--- config.mk ---
export PLATFORM = sky130hd
export DESIGN_NAME = checkpoint_monitor_flat
export DESIGN_NICKNAME = d
export VERILOG_FILES = /design/src/rtl/checkpoint_pkg.sv /design/src/rtl/checkpoint_monitor_if.sv /design/src/rtl/checkpoint_debounce.sv /design/src/rtl/checkpoint_monitor.sv /design/src/flat_wrapper.sv
export SDC_FILE = /design/constraint.sdc
export NUM_CORES = 1
export LEC_CHECK = 0
export CORE_MARGIN = 3
export CORE_UTILIZATION = 48
export CTS_CLUSTER_SIZE = 16
export DETAILED_ROUTE_END_ITERATION = 10
export PLACE_DENSITY = 0.76
export SYNTH_ARGS = -nofsm -noshare
export SYNTH_HDL_FRONTEND = slang
export SYNTH_SLANG_ARGS = --single-unit
--- constraint.sdc ---
create_clock -name clock -period 2.57 [get_ports clock]
set_clock_uncertainty 0.2 [all_clocks]
set_input_delay 0.257 -clock clock [delete_from_list [all_inputs] [get_ports clock]]
set_output_delay 0.257 -clock clock [all_outputs]
set_load 0.01 [all_outputs]
--- src/rtl/checkpoint_pkg.sv ---
// Shared types for the checkpoint monitor: FSM stage encoding and the width of the stage output.
package checkpoint_pkg;

    localparam int unsigned STAGE_W = 3;

    typedef enum logic [STAGE_W-1:0] {
        IDLE       = 3'd0,
        WAIT_BOOT  = 3'd1,
        WAIT_ALIVE = 3'd2,
        RUN        = 3'd3,
        DONE       = 3'd4
    } stage_t;

endpackage

--- src/rtl/checkpoint_monitor_if.sv ---
// Progress-code input, run control and verdict/status bundle of the checkpoint monitor.
interface checkpoint_monitor_if #(
    parameter int unsigned WIDTH = 4
);
    import checkpoint_pkg::*;

    logic               enable;
    logic [WIDTH-1:0]   check_i;
    logic [STAGE_W-1:0] stage_o;
    logic               event_o;
    logic [WIDTH-1:0]   event_code_o;
    logic               done_o;
    logic               pass_o;
    logic               fail_o;
    logic               unknown_o;
    logic               timeout_o;
    logic [WIDTH-1:0]   final_code_o;
    logic [31:0]        cycles_o;

    modport master (
        output enable, check_i,
        input  stage_o, event_o, event_code_o, done_o, pass_o, fail_o,
               unknown_o, timeout_o, final_code_o, cycles_o
    );

    modport slave (
        input  enable, check_i,
        output stage_o, event_o, event_code_o, done_o, pass_o, fail_o,
               unknown_o, timeout_o, final_code_o, cycles_o
    );
endinterface

--- src/rtl/checkpoint_debounce.sv ---
// Two-flop synchroniser plus stability filter; flags a newly stable code for exactly one cycle.
module checkpoint_debounce #(
    parameter int unsigned WIDTH         = 4,
    parameter int unsigned STABLE_CYCLES = 4
) (
    input  logic             clock,
    input  logic             reset,
    input  logic             enable,
    input  logic [WIDTH-1:0] raw,
    output logic             accept_c,
    output logic [WIDTH-1:0] code_c
);

    localparam int unsigned       CNT_W   = $clog2(STABLE_CYCLES + 1);
    localparam logic [CNT_W-1:0]  CNT_MAX = CNT_W'(STABLE_CYCLES);

    logic [WIDTH-1:0] sync1_q;
    logic [WIDTH-1:0] sync2_q;
    logic [WIDTH-1:0] cand_q;
    logic [WIDTH-1:0] last_q;
    logic [CNT_W-1:0] cnt_q;
    logic [CNT_W-1:0] cnt_next;

    // Run length of identical synchronised samples, saturating at the threshold.
    always_comb begin
        cnt_next = CNT_W'(1);
        if (sync2_q == cand_q) begin
            cnt_next = (cnt_q == CNT_MAX) ? cnt_q : cnt_q + CNT_W'(1);
        end
    end

    // Last accepted value guards against re-reporting a code that merely re-stabilised.
    assign accept_c = enable && (cnt_next == CNT_MAX) && (sync2_q != last_q);
    assign code_c   = sync2_q;

    always_ff @(posedge clock) begin
        if (reset) begin
            sync1_q <= '0;
            sync2_q <= '0;
            cand_q  <= '0;
            last_q  <= '0;
            cnt_q   <= '0;
        end else begin
            sync1_q <= raw;
            sync2_q <= sync1_q;
            if (enable) begin
                cand_q <= sync2_q;
                cnt_q  <= cnt_next;
                if (accept_c) begin
                    last_q <= sync2_q;
                end
            end
        end
    end

endmodule

--- src/rtl/checkpoint_monitor.sv ---
// Tracks the boot -> alive -> pass/fail checkpoint sequence with a cycle timeout and sticky verdict.
module checkpoint_monitor
    import checkpoint_pkg::*;
#(
    parameter int unsigned      WIDTH          = 4,
    parameter logic [WIDTH-1:0] CODE_BOOT      = WIDTH'(4'h1),
    parameter logic [WIDTH-1:0] CODE_ALIVE     = WIDTH'(4'h2),
    parameter logic [WIDTH-1:0] CODE_PASS      = WIDTH'(4'h3),
    parameter logic [WIDTH-1:0] CODE_FAIL      = WIDTH'(4'hf),
    parameter int unsigned      STABLE_CYCLES  = 4,
    parameter int unsigned      TIMEOUT_CYCLES = 500000
) (
    input logic                  clock,
    input logic                  reset,
    checkpoint_monitor_if.slave  mon
);

    localparam logic [31:0] CYC_LAST = 32'(TIMEOUT_CYCLES - 1);
    localparam logic [31:0] CYC_SAT  = 32'hFFFF_FFFF;

    logic             accept_c;
    logic [WIDTH-1:0] code_c;

    stage_t           state_q,      state_d;
    logic             done_q,       done_d;
    logic             pass_q,       pass_d;
    logic             fail_q,       fail_d;
    logic             unknown_q,    unknown_d;
    logic             timeout_q,    timeout_d;
    logic [WIDTH-1:0] final_q,      final_d;
    logic [31:0]      cycles_q,     cycles_d;
    logic             event_q,      event_d;
    logic [WIDTH-1:0] event_code_q, event_code_d;
    logic             verdict;
    logic             active;

    checkpoint_debounce #(
        .WIDTH         (WIDTH),
        .STABLE_CYCLES (STABLE_CYCLES)
    ) u_debounce (
        .clock    (clock),
        .reset    (reset),
        .enable   (mon.enable),
        .raw      (mon.check_i),
        .accept_c (accept_c),
        .code_c   (code_c)
    );

    assign active = (state_q == WAIT_BOOT) || (state_q == WAIT_ALIVE) || (state_q == RUN);

    // Next state, sticky verdict and elapsed-cycle bookkeeping.
    always_comb begin
        state_d      = state_q;
        pass_d       = pass_q;
        fail_d       = fail_q;
        unknown_d    = unknown_q;
        timeout_d    = timeout_q;
        final_d      = final_q;
        cycles_d     = cycles_q;
        verdict      = 1'b0;
        event_d      = accept_c;
        event_code_d = accept_c ? code_c : event_code_q;

        if (mon.enable) begin
            unique case (state_q)
                IDLE:       state_d = WAIT_BOOT;
                WAIT_BOOT:  if (accept_c && code_c == CODE_BOOT)  state_d = WAIT_ALIVE;
                WAIT_ALIVE: if (accept_c && code_c == CODE_ALIVE) state_d = RUN;
                RUN: begin
                    if (accept_c && code_c != CODE_ALIVE) begin
                        state_d   = DONE;
                        verdict   = 1'b1;
                        final_d   = code_c;
                        pass_d    = (code_c == CODE_PASS);
                        fail_d    = (code_c == CODE_FAIL);
                        unknown_d = (code_c != CODE_PASS) && (code_c != CODE_FAIL);
                    end
                end
                DONE:       state_d = DONE;
                default:    state_d = IDLE;
            endcase

            // A code verdict in the same cycle outranks the timeout.
            if (active) begin
                if (!verdict && cycles_q == CYC_LAST) begin
                    state_d   = DONE;
                    timeout_d = 1'b1;
                    final_d   = '0;
                end else if (state_d != DONE && cycles_q != CYC_SAT) begin
                    cycles_d = cycles_q + 32'd1;
                end
            end
        end

        done_d = (state_d == DONE);
    end

    always_ff @(posedge clock) begin
        if (reset) begin
            state_q      <= IDLE;
            done_q       <= 1'b0;
            pass_q       <= 1'b0;
            fail_q       <= 1'b0;
            unknown_q    <= 1'b0;
            timeout_q    <= 1'b0;
            final_q      <= '0;
            cycles_q     <= '0;
            event_q      <= 1'b0;
            event_code_q <= '0;
        end else begin
            state_q      <= state_d;
            done_q       <= done_d;
            pass_q       <= pass_d;
            fail_q       <= fail_d;
            unknown_q    <= unknown_d;
            timeout_q    <= timeout_d;
            final_q      <= final_d;
            cycles_q     <= cycles_d;
            event_q      <= event_d;
            event_code_q <= event_code_d;
        end
    end

    assign mon.stage_o      = STAGE_W'(state_q);
    assign mon.event_o      = event_q;
    assign mon.event_code_o = event_code_q;
    assign mon.done_o       = done_q;
    assign mon.pass_o       = pass_q;
    assign mon.fail_o       = fail_q;
    assign mon.unknown_o    = unknown_q;
    assign mon.timeout_o    = timeout_q;
    assign mon.final_code_o = final_q;
    assign mon.cycles_o     = cycles_q;

endmodule

--- src/flat_wrapper.sv ---
// flat-port wrapper written by rule: the top's interface ports become plain ports
module checkpoint_monitor_flat import checkpoint_pkg::*;
#(
    parameter int unsigned      WIDTH          = 4,
    parameter logic [WIDTH-1:0] CODE_BOOT      = WIDTH'(4'h1),
    parameter logic [WIDTH-1:0] CODE_ALIVE     = WIDTH'(4'h2),
    parameter logic [WIDTH-1:0] CODE_PASS      = WIDTH'(4'h3),
    parameter logic [WIDTH-1:0] CODE_FAIL      = WIDTH'(4'hf),
    parameter int unsigned      STABLE_CYCLES  = 4,
    parameter int unsigned      TIMEOUT_CYCLES = 500000
)
  (clock, reset, mon_enable, mon_check_i, mon_stage_o, mon_event_o, mon_event_code_o, mon_done_o, mon_pass_o, mon_fail_o, mon_unknown_o, mon_timeout_o, mon_final_code_o, mon_cycles_o);
  checkpoint_monitor_if #(.WIDTH(WIDTH)) mon_i ();
  input logic clock;
  input logic reset;
  input wire logic [$bits(mon_i.enable)-1:0] mon_enable;
  input wire logic [$bits(mon_i.check_i)-1:0] mon_check_i;
  output wire logic [$bits(mon_i.stage_o)-1:0] mon_stage_o;
  output wire logic [$bits(mon_i.event_o)-1:0] mon_event_o;
  output wire logic [$bits(mon_i.event_code_o)-1:0] mon_event_code_o;
  output wire logic [$bits(mon_i.done_o)-1:0] mon_done_o;
  output wire logic [$bits(mon_i.pass_o)-1:0] mon_pass_o;
  output wire logic [$bits(mon_i.fail_o)-1:0] mon_fail_o;
  output wire logic [$bits(mon_i.unknown_o)-1:0] mon_unknown_o;
  output wire logic [$bits(mon_i.timeout_o)-1:0] mon_timeout_o;
  output wire logic [$bits(mon_i.final_code_o)-1:0] mon_final_code_o;
  output wire logic [$bits(mon_i.cycles_o)-1:0] mon_cycles_o;
  assign mon_i.enable = mon_enable;
  assign mon_i.check_i = mon_check_i;
  assign mon_stage_o = mon_i.stage_o;
  assign mon_event_o = mon_i.event_o;
  assign mon_event_code_o = mon_i.event_code_o;
  assign mon_done_o = mon_i.done_o;
  assign mon_pass_o = mon_i.pass_o;
  assign mon_fail_o = mon_i.fail_o;
  assign mon_unknown_o = mon_i.unknown_o;
  assign mon_timeout_o = mon_i.timeout_o;
  assign mon_final_code_o = mon_i.final_code_o;
  assign mon_cycles_o = mon_i.cycles_o;
  checkpoint_monitor #(.WIDTH(WIDTH), .CODE_BOOT(CODE_BOOT), .CODE_ALIVE(CODE_ALIVE), .CODE_PASS(CODE_PASS), .CODE_FAIL(CODE_FAIL), .STABLE_CYCLES(STABLE_CYCLES), .TIMEOUT_CYCLES(TIMEOUT_CYCLES)) u_core (.clock(clock), .reset(reset), .mon(mon_i));
endmodule
-- Yosys cells after proc, flatten, opt, wreduce, memory -nomap -nowiden
Index checks and enable logic that the tools add are counted.
- flip-flop bits (word level): 68
- output and inout port bits: 49
- word-level logic and storage cells: 70
- add/subtract/negate cells: 2
- equality and inequality tests: 19
- mux-type cells: 17
- bitwise logic cells: 1
- reductions and logical operators: 16
- operator list (operator ; number):
    $add 32x1->32 const B ; 1
    $eq 32x19->1 const B ; 1
    $ne 32x32->1 const B ; 1
    $mux 3 ; 9
    $mux 4 ; 4
    $pmux 3 s5 ; 1
    $eq 3x3->1 const B ; 4
    $eq 4x2->1 const B ; 2
    $logic_and 1x1->1 ; 8
    $ne 4x2->1 const B ; 2
    $eq 3x2->1 const B ; 2
    $reduce_and 3->1 ; 2
    $eq 4x1->1 const B ; 1
    $eq 4x4->1 ; 1
    $eq 4x4->1 const B ; 1
    $ne 4x4->1 ; 1
    $ne 4x4->1 const B ; 1
    $reduce_and 4->1 ; 1
    $add 3x1->3 const B ; 1
    $eq 3x1->1 const B ; 1
    $logic_not 3->1 ; 1
    $mux 1 ; 3
    $ne 3x3->1 const B ; 1
    $logic_or 1x1->1 ; 2
    3 further kinds ; 3

-- Logic depth before layout (Yosys ltp)
Gate-level depths: netlist of run 1.
- depth after elaboration: 16
- mapped depth: 12
- depth with buffers taken out: 9

-- Hierarchy
From an unflattened synthesis of run 1, not the netlist that was laid out.
- cell total of the unflattened synthesis: 392
- area total of the unflattened synthesis: 3532.1 µm²
- modules (own cells, without submodules) (module ; times used ; cells an instance ; area an instance (µm²)):
    checkpoint_monitor ; 1 ; 311 ; 2707.6
    checkpoint_debounce ; 1 ; 81 ; 824.5

-- Least setup slack after synthesis of run 1
No wires, ideal clock.
- path type: register to register
- start point: register u_core.u_debounce.cnt_q[0]
- end point: register u_core.cycles_q[29] (netlist: u_core.mon.cycles_o[29])
- data arrival time: 2491 ps
- path slack: -192 ps
- cell stages (with the launch flop): 13
- cells stage by stage: dfxtp_1 -> inv_1 -> ha_1 -> and3b_1 -> o21ba_2 -> and4b_1 -> buf_6 -> and2_4 -> buf_6 -> or3_4 -> buf_6 -> or3_1 -> a21oi_1
- cells in the longest elaborated chain, start to end: 14
- elaborated cells on any way between the ends: 24
- those cells by class: add/sub (1); eq/ne (3); mux (10); bitwise (1); reduce/logical (9)
- ends and longest elaborated chain (element ; RTL line ; source):
    start: declaration ; checkpoint_debounce.sv:21 ; logic [CNT_W-1:0] cnt_q;
    start signal: assignment ; checkpoint_debounce.sv:48 ; cnt_q <= cnt_next;
    $add 3x1->3 / $eq 3x3->1 (equally long branches) ; checkpoint_debounce.sv:28 ; cnt_next = (cnt_q == CNT_MAX) ? cnt_q : cnt_q + CNT_W'(1);
    $mux 3 * ; checkpoint_debounce.sv:28 ;
    $mux 3 * ; checkpoint_debounce.sv:27 ; if (sync2_q == cand_q) begin
    $eq 3x3->1 * ; checkpoint_debounce.sv:33 ; assign accept_c = enable && (cnt_next == CNT_MAX) && (sync2_q != last_q);
    $logic_and 1x1->1 * (2 in series) ; checkpoint_debounce.sv:33 ;
    parallel branches: the longest is 7 deep, another holds $pmux 3 s5 ; -- ;
    $reduce_and 4->1 (no source line) * ; -- ;
    end signal: assignment ; checkpoint_monitor.sv:118 ; cycles_q <= cycles_d;
    end: declaration ; checkpoint_monitor.sv:31 ; logic [31:0] cycles_q, cycles_d;
Every way passes the cells marked *. The select of a mux whose other input is x is not followed.
A chain may end at the register's enable or synchronous reset.

-- Worst setup path after layout of run 1
- start point: register u_core.u_debounce.cnt_q[0]
- end point: register u_core.cycles_q[18] (netlist: u_core.mon.cycles_o[18])
Same word-level chain as after synthesis.

==> impl_metrics.json, run 1 <==
{
  "grt_max_degree": 45,
  "num_antenna_cells": 0,
  "ir_worst_vdd_uv": 485,
  "dpl.hpwl_um": 5810,
  "syn-instance-count": 378,
  "ff2ff_path_depth": 10,
  "cp_num_buf_inv": 2,
  "grt_pass1_wl_um": 14000,
  "path_clk_slew_ns": 0.08,
  "drtPass1Iterations": 5,
  "cp-end-kind": "register",
  "crit_cells": 10,
  "cpLargestDelayFamily": "simple AND/OR/NAND/NOR gates",
  "drt-initial-drc-count": 186,
  "period_share_pct": 101,
  "startpoint_type": "register",
  "cp_slowest_cell": "or3_4",
  "max-cap-violations": 0,
  "p_leak_uw": 0.00169,
  "synth.area.top_cells": "dfxtp_1 (42%), nor2_1 (5.0%), xor2_1 (4.3%)",
  "required_ns": 2.65,
  "cts_tree": "built",
  "ys_warn_count": 0,
  "core_area_um2": 6460,
  "synth_fp_nets": 388,
  "hold_slack_ns": 0.152,
  "cp_max_fo": 7,
  "htreeDepth": 3,
  "finalHoldViolations": 0,
  "crit_path_cell_trace": "inv_2 -> ha_4 -> and3b_1 -> o21ba_4 -> and4b_2 -> and2_4 -> or3_4 -> buf_12 -> or3_1 -> a21oi_2",
  "initial_core_util_pct": 50.1,
  "antenna_found_initial": 0,
  "drc": 0,
  "die_w_um": 88.1,
  "cp.arrival_ns": 2.68,
  "synth.avg_cell_area_um2": 8.56,
  "syn_to_final_growth_pct": 36.8,
  "drt-wirelength-per-cell_um": 15.2,
  "synth_cell_types": 49,
  "portBuffers": 55,
  "synth.most_common_cell": "dfxtp_1",
  "fp-row-count": 29,
  "ys_async_sr_fraction_pct": 0,
  "fin_crit_ns": 2.60,
  "yosysTopAreaCellShare_pct": 42.1,
  "final_antenna_net_count": 0,
  "fin_ws_ns": -0.0274,
  "hold_depth": 2,
  "cp_slowest_stage_delay_ns": 0.39,
  "track_usage_pct": 23.0,
  "seq_area_frac_synth_pct": 42.1,
  "cts_buffers": 9,
  "slew_viol_final": 0,
  "place_congestion": 0.903,
  "clk_path_buf_depth": 2,
  "die_h_um": 88.1,
  "drt-total-wl_um": 8420,
  "path_class": "register to register",
  "postLayoutCellArea_um2": 4430,
  "synth_common_cells": "dfxtp_1 (68), nor2_1 (43), a21oi_1 (26), nand2_1 (23), nand3_1 (22)",
  "dpl-instance-area_um2": 4080,
  "max_freq_ghz": 0.385,
  "status": "finished with violations",
  "ioPinCount": 56,
  "final_core_util_pct": 68.6,
  "nFillCells": 516,
  "gr-total-overflow": 0,
  "violations": "negative setup slack",
  "cts_root_buffer": "clkbuf_8",
  "die_area_um2": 7770,
  "setup_viol": 6,
  "viasPerCell": 5.69,
  "powerDensity_nw_per_um2": 483,
  "synth_edf_count": 0,
  "worst_skew_pair.late_latency_ns": 0.34,
  "cts_hold_buf": 0,
  "ys_ff_latch": 68,
  "timing_worst_slew_pin_value_ns": 0.506,
  "ys.flop_type": "dfxtp_1",
  "rsz0062_at_grt": "yes",
  "slew_headroom_pct": 66.2,
  "num_vias": 3146,
  "hold_path_class": "input port to register",
  "grt_pass1_vias": 2859,
  "syn_area_um2": 3240,
  "synth_area_leader_cell": "dfxtp_1",
  "clock-sinks": 68,
  "drive_above_1_share_pct": 20.4,
  "fin_nets": 481,
  "power_uw": 2140,
  "dp_slack_ns": -0.0197
}
[cell type report]
class	instances	area, µm²	share of cell area (%)
Clock inverter	7	81.3	1.84
Multi-Input combinational cell	284	1820	41.1
Sequential cell	68	1370	30.9
Clock buffer	9	124	2.80
Timing Repair Buffer	103	918	20.7
Tap cell	77	96.3	2.18
Inverter	5	18.8	0.424
[registers in the layout (all words and copies together), names as in the netlist, 4 cells and up]
register and count:
u_core.mon.cycles_o 32, u_core.mon.final_code_o 4, u_core.u_debounce.last_q 4, u_core.u_debounce.code_c 4, u_core.u_debounce.sync1_q 4, u_core.u_debounce.cand_q 4, u_core.mon.event_code_o 4
[path summary, 6_finish.rpt]
path / startpoint / end / slack [ns]
worst max-delay path: u_core.u_debounce.cnt_q[0] / u_core.mon.cycles_o[18] / -0.03
worst min-delay path: reset / u_core.mon.cycles_o[30] / 0.15
worst max register to register: u_core.u_debounce.cnt_q[0] / u_core.mon.cycles_o[18] / -0.03
worst min register to register: u_core.u_debounce.sync1_q[1] / u_core.u_debounce.code_c[1] / 0.24
[metal layers]
metal / vias to the layer above / part of all wire [%] / GRT usage, %
met3: 14 / 6.4 / 4.05
li1: 1548 / - / -
met4: 0 / 1.5 / 9.48
met1: 1469 / 47 / 32.9
met2: 115 / 45 / 34.2
met5: - / 0 / 0
[cells by family after synthesis]
kind of cell / count (synthesis) / synth area share, %
xor gates and xnor gates: 22 / 5.95
muxes: 12 / 3.75
adders and majority gates: 3 / 1.16
buffers and inverters: 26 / 4.21
DFF: 68 / 42.1
and+or+nand+nor: 180 / 30.6
AOI/OAI and AO/OA: 67 / 12.3
[timing repair]
action	CTS	global route
gates resized for setup	5	19
gates cloned	0	0
setup endpoints to repair	7	24
buffers inserted	4	4
pin swaps	1	7
[cells in the final DEF (no fill, tap or decap), types with 11 or more instances in the layout]
cell type,synthesis,final
dfxtp_1,68,63
clkdlybuf4s50_1,0,54
buf_4,0,47
nor2_1,43,42
nand2_1,23,23
nand3_1,22,22
a21oi_1,26,21
o21ai_0,20,18
xor2_1,16,16
or3_1,16,13
mux2i_1,11,11
nand4_1,11,11
[metrics by stage]
step,setup TNS [ns],std cells
floorplan,-0.170,378
global placement,0,529
detailed placement,-0.0666,529
CTS,0,549
global route,-1.17,553
finish,-0.126,553
[power breakdown]
part	total, µW	switching [µW]	internal, µW
Clock	915	452	463
Combinational	151	79.1	71.7
Sequential	1070	8.97	1070
Power figures use the tool's default switching activity.
==> run 2: changes to the inputs <==
- SKIP_CTS_REPAIR_TIMING: unset -> 1
- TNS_END_PERCENT: unset -> 20
==> impl_metrics.json, run 2 (synthesis results as in run 1) <==
{
  "die_area_um2": 7770,
  "grt_max_degree": 45,
  "ioPinCount": 56,
  "clk_path_buf_depth": 2,
  "r2r_slack_ns": 0.01,
  "hold_path_class": "input port to register",
  "hold_depth": 2,
  "clock-sinks": 68,
  "drive_above_1_share_pct": 21.6,
  "rsz0062_at_grt": "yes",
  "gr-total-overflow": 0,
  "fp-row-count": 29,
  "worst_skew_pair.late_latency_ns": 0.35,
  "drtPass1Iterations": 4,
  "num_antenna_cells": 0,
  "num_vias": 3149,
  "track_usage_pct": 22.2,
  "htreeDepth": 3,
  "cts_buffers": 9,
  "largest_reg_flops": 32,
  "timing_worst_slew_pin_value_ns": 0.600,
  "fin_nets": 481,
  "p_switching_uw": 537,
  "fin_crit_ns": 2.56,
  "slew_viol_final": 0,
  "ir_worst_vdd_uv": 478,
  "hold_slack_ns": 0.144,
  "die_h_um": 88.1,
  "final_antenna_net_count": 0,
  "final_common_cell": "dfxtp_1",
  "ff2ff_path_depth": 10,
  "grt_pass1_wl_um": 13500,
  "startpoint_type": "register",
  "cp-end-kind": "register",
  "rr_startpoint": "u_core.u_debounce.cnt_q[0]",
  "period_share_pct": 99.6,
  "rr_endpoint": "u_core.mon.cycles_o[3]",
  "grt_pass1_vias": 2831,
  "drc": 0,
  "max_freq_ghz": 0.391,
  "path_class": "register to register",
  "die_w_um": 88.1,
  "powerDensity_nw_per_um2": 477,
  "dpl.hpwl_um": 5810,
  "nFillCells": 504,
  "final_core_util_pct": 69.2,
  "drt-initial-drc-count": 177,
  "cp_max_fo": 5,
  "viasPerCell": 5.69,
  "p_int_uw": 1590,
  "cp.arrival_ns": 2.58,
  "clkPwrFrac_pct": 42.9,
  "core_area_um2": 6460,
  "max-cap-violations": 0,
  "final_cell_mix": "dfxtp_1 (62), clkdlybuf4s50_1 (54), buf_4 (43)",
  "drt-total-wl_um": 8500,
  "required_ns": 2.59,
  "place_congestion": 0.903,
  "cts_tree": "built",
  "cts_root_buffer": "clkbuf_8",
  "setup_viol": 0,
  "finalHoldViolations": 0,
  "slew_headroom_pct": 59.8,
  "syn_to_final_growth_pct": 38.1,
  "status": "complete, no violations",
  "path_clk_slew_ns": 0.08,
  "drt-wirelength-per-cell_um": 15.4,
  "pwr-share-comb_pct": 6.7,
  "p_leak_uw": 0.00172,
  "holdPathEnd": "u_core.mon.cycles_o[30]",
  "antenna_found_initial": 0,
  "p_seq_share_pct": 50.4,
  "hp-start": "reset",
  "portBuffers": 55,
  "initial_core_util_pct": 50.1,
  "netSwitchingFraction_pct": 25.2
}
run 2: cell types whose count changed in the layout (fill, tap and decap cells not counted), sizes merged:
cell | previous run | this run
buf | 49 | 48
or3 | 17 | 18
run 2: critical path: stages, from the launching register on:
cell and delay, ns:
dfxtp_4 0.38, inv_2 0.04, ha_4 0.16, and3b_1 0.16, o21ba_2 0.20, and4b_2 0.26
and2_4 0.17, buf_4 0.15, or4_1 0.51, xor2_1 0.14, nor2_1 0.06
run 2: power by group through the flow:
stage                     Combinational [µW]  Sequential (µW)  Clock (µW)
final                                    142             1070         914
after global routing                     154             1080         967
after CTS                                134             1070         925
after detailed placement                 133             1100           0
after global placement                   130             1100           0
after floorplan                         82.8             1100           0
run 2: per-layer routing:
layer,vias to the layer above,track usage (%),wire length [µm],part of all wire [%]
met5,-,0,0,0
met4,0,9.20,125,1.5
met3,13,4.14,512,6.0
met2,107,32.6,3860,45
met1,1472,31.8,3990,47
li1,1557,-,-,-
run 2: how the worst max path moves through the flow:
stage / startpoint / to / slack [ns] / depth (start not counted)
floorplan: u_core.u_debounce.cnt_q[0] / u_core.mon.cycles_o[29] / -0.04 / 12
global placement: mon_enable / u_core.mon.cycles_o[3] / 0.03 / 7
detailed placement: mon_enable / u_core.mon.cycles_o[20] / -0.02 / 6
CTS: u_core.mon.cycles_o[0] / u_core.mon.cycles_o[22] / -0.03 / 8
global route: u_core.mon.cycles_o[8] / u_core.mon.cycles_o[19] / -0.09 / 10
finish: u_core.u_debounce.cnt_q[0] / u_core.mon.cycles_o[3] / 0.01 / 10
run 2: final cells by class:
class / instances / area (µm²) / area share [%]
Inverter: 5 / 18.8 / 0.420
Tap cell: 77 / 96.3 / 2.16
Clock buffer: 9 / 124 / 2.77
Multi-Input combinational cell: 285 / 1860 / 41.6
Timing Repair Buffer: 102 / 917 / 20.5
Clock inverter: 7 / 81.3 / 1.82
Sequential cell: 68 / 1370 / 30.7
run 2: per-stage QoR:
stage / worst slack (ns) / power (µW) / std cells / TNS [ns] / instance area [µm²]
after global routing: -0.0871 / 2200 / 553 / -0.611 / 4470
after global placement: 0.0276 / 1230 / 529 / 0 / 4080
final: 0.0115 / 2130 / 553 / 0 / 4470
after CTS: -0.0296 / 2130 / 545 / -0.125 / 4290
after detailed placement: -0.0197 / 1230 / 529 / -0.0666 / 4080
after floorplan: -0.0449 / 1180 / 378 / -0.170 / 3260
==> run 3: changes to the inputs <==
- GPL_ROUTABILITY_DRIVEN: unset -> 0
- SLEW_MARGIN: unset -> 20
==> results of run 3 <==
The final DEF is identical to that of run 2; final timing and power are the same.
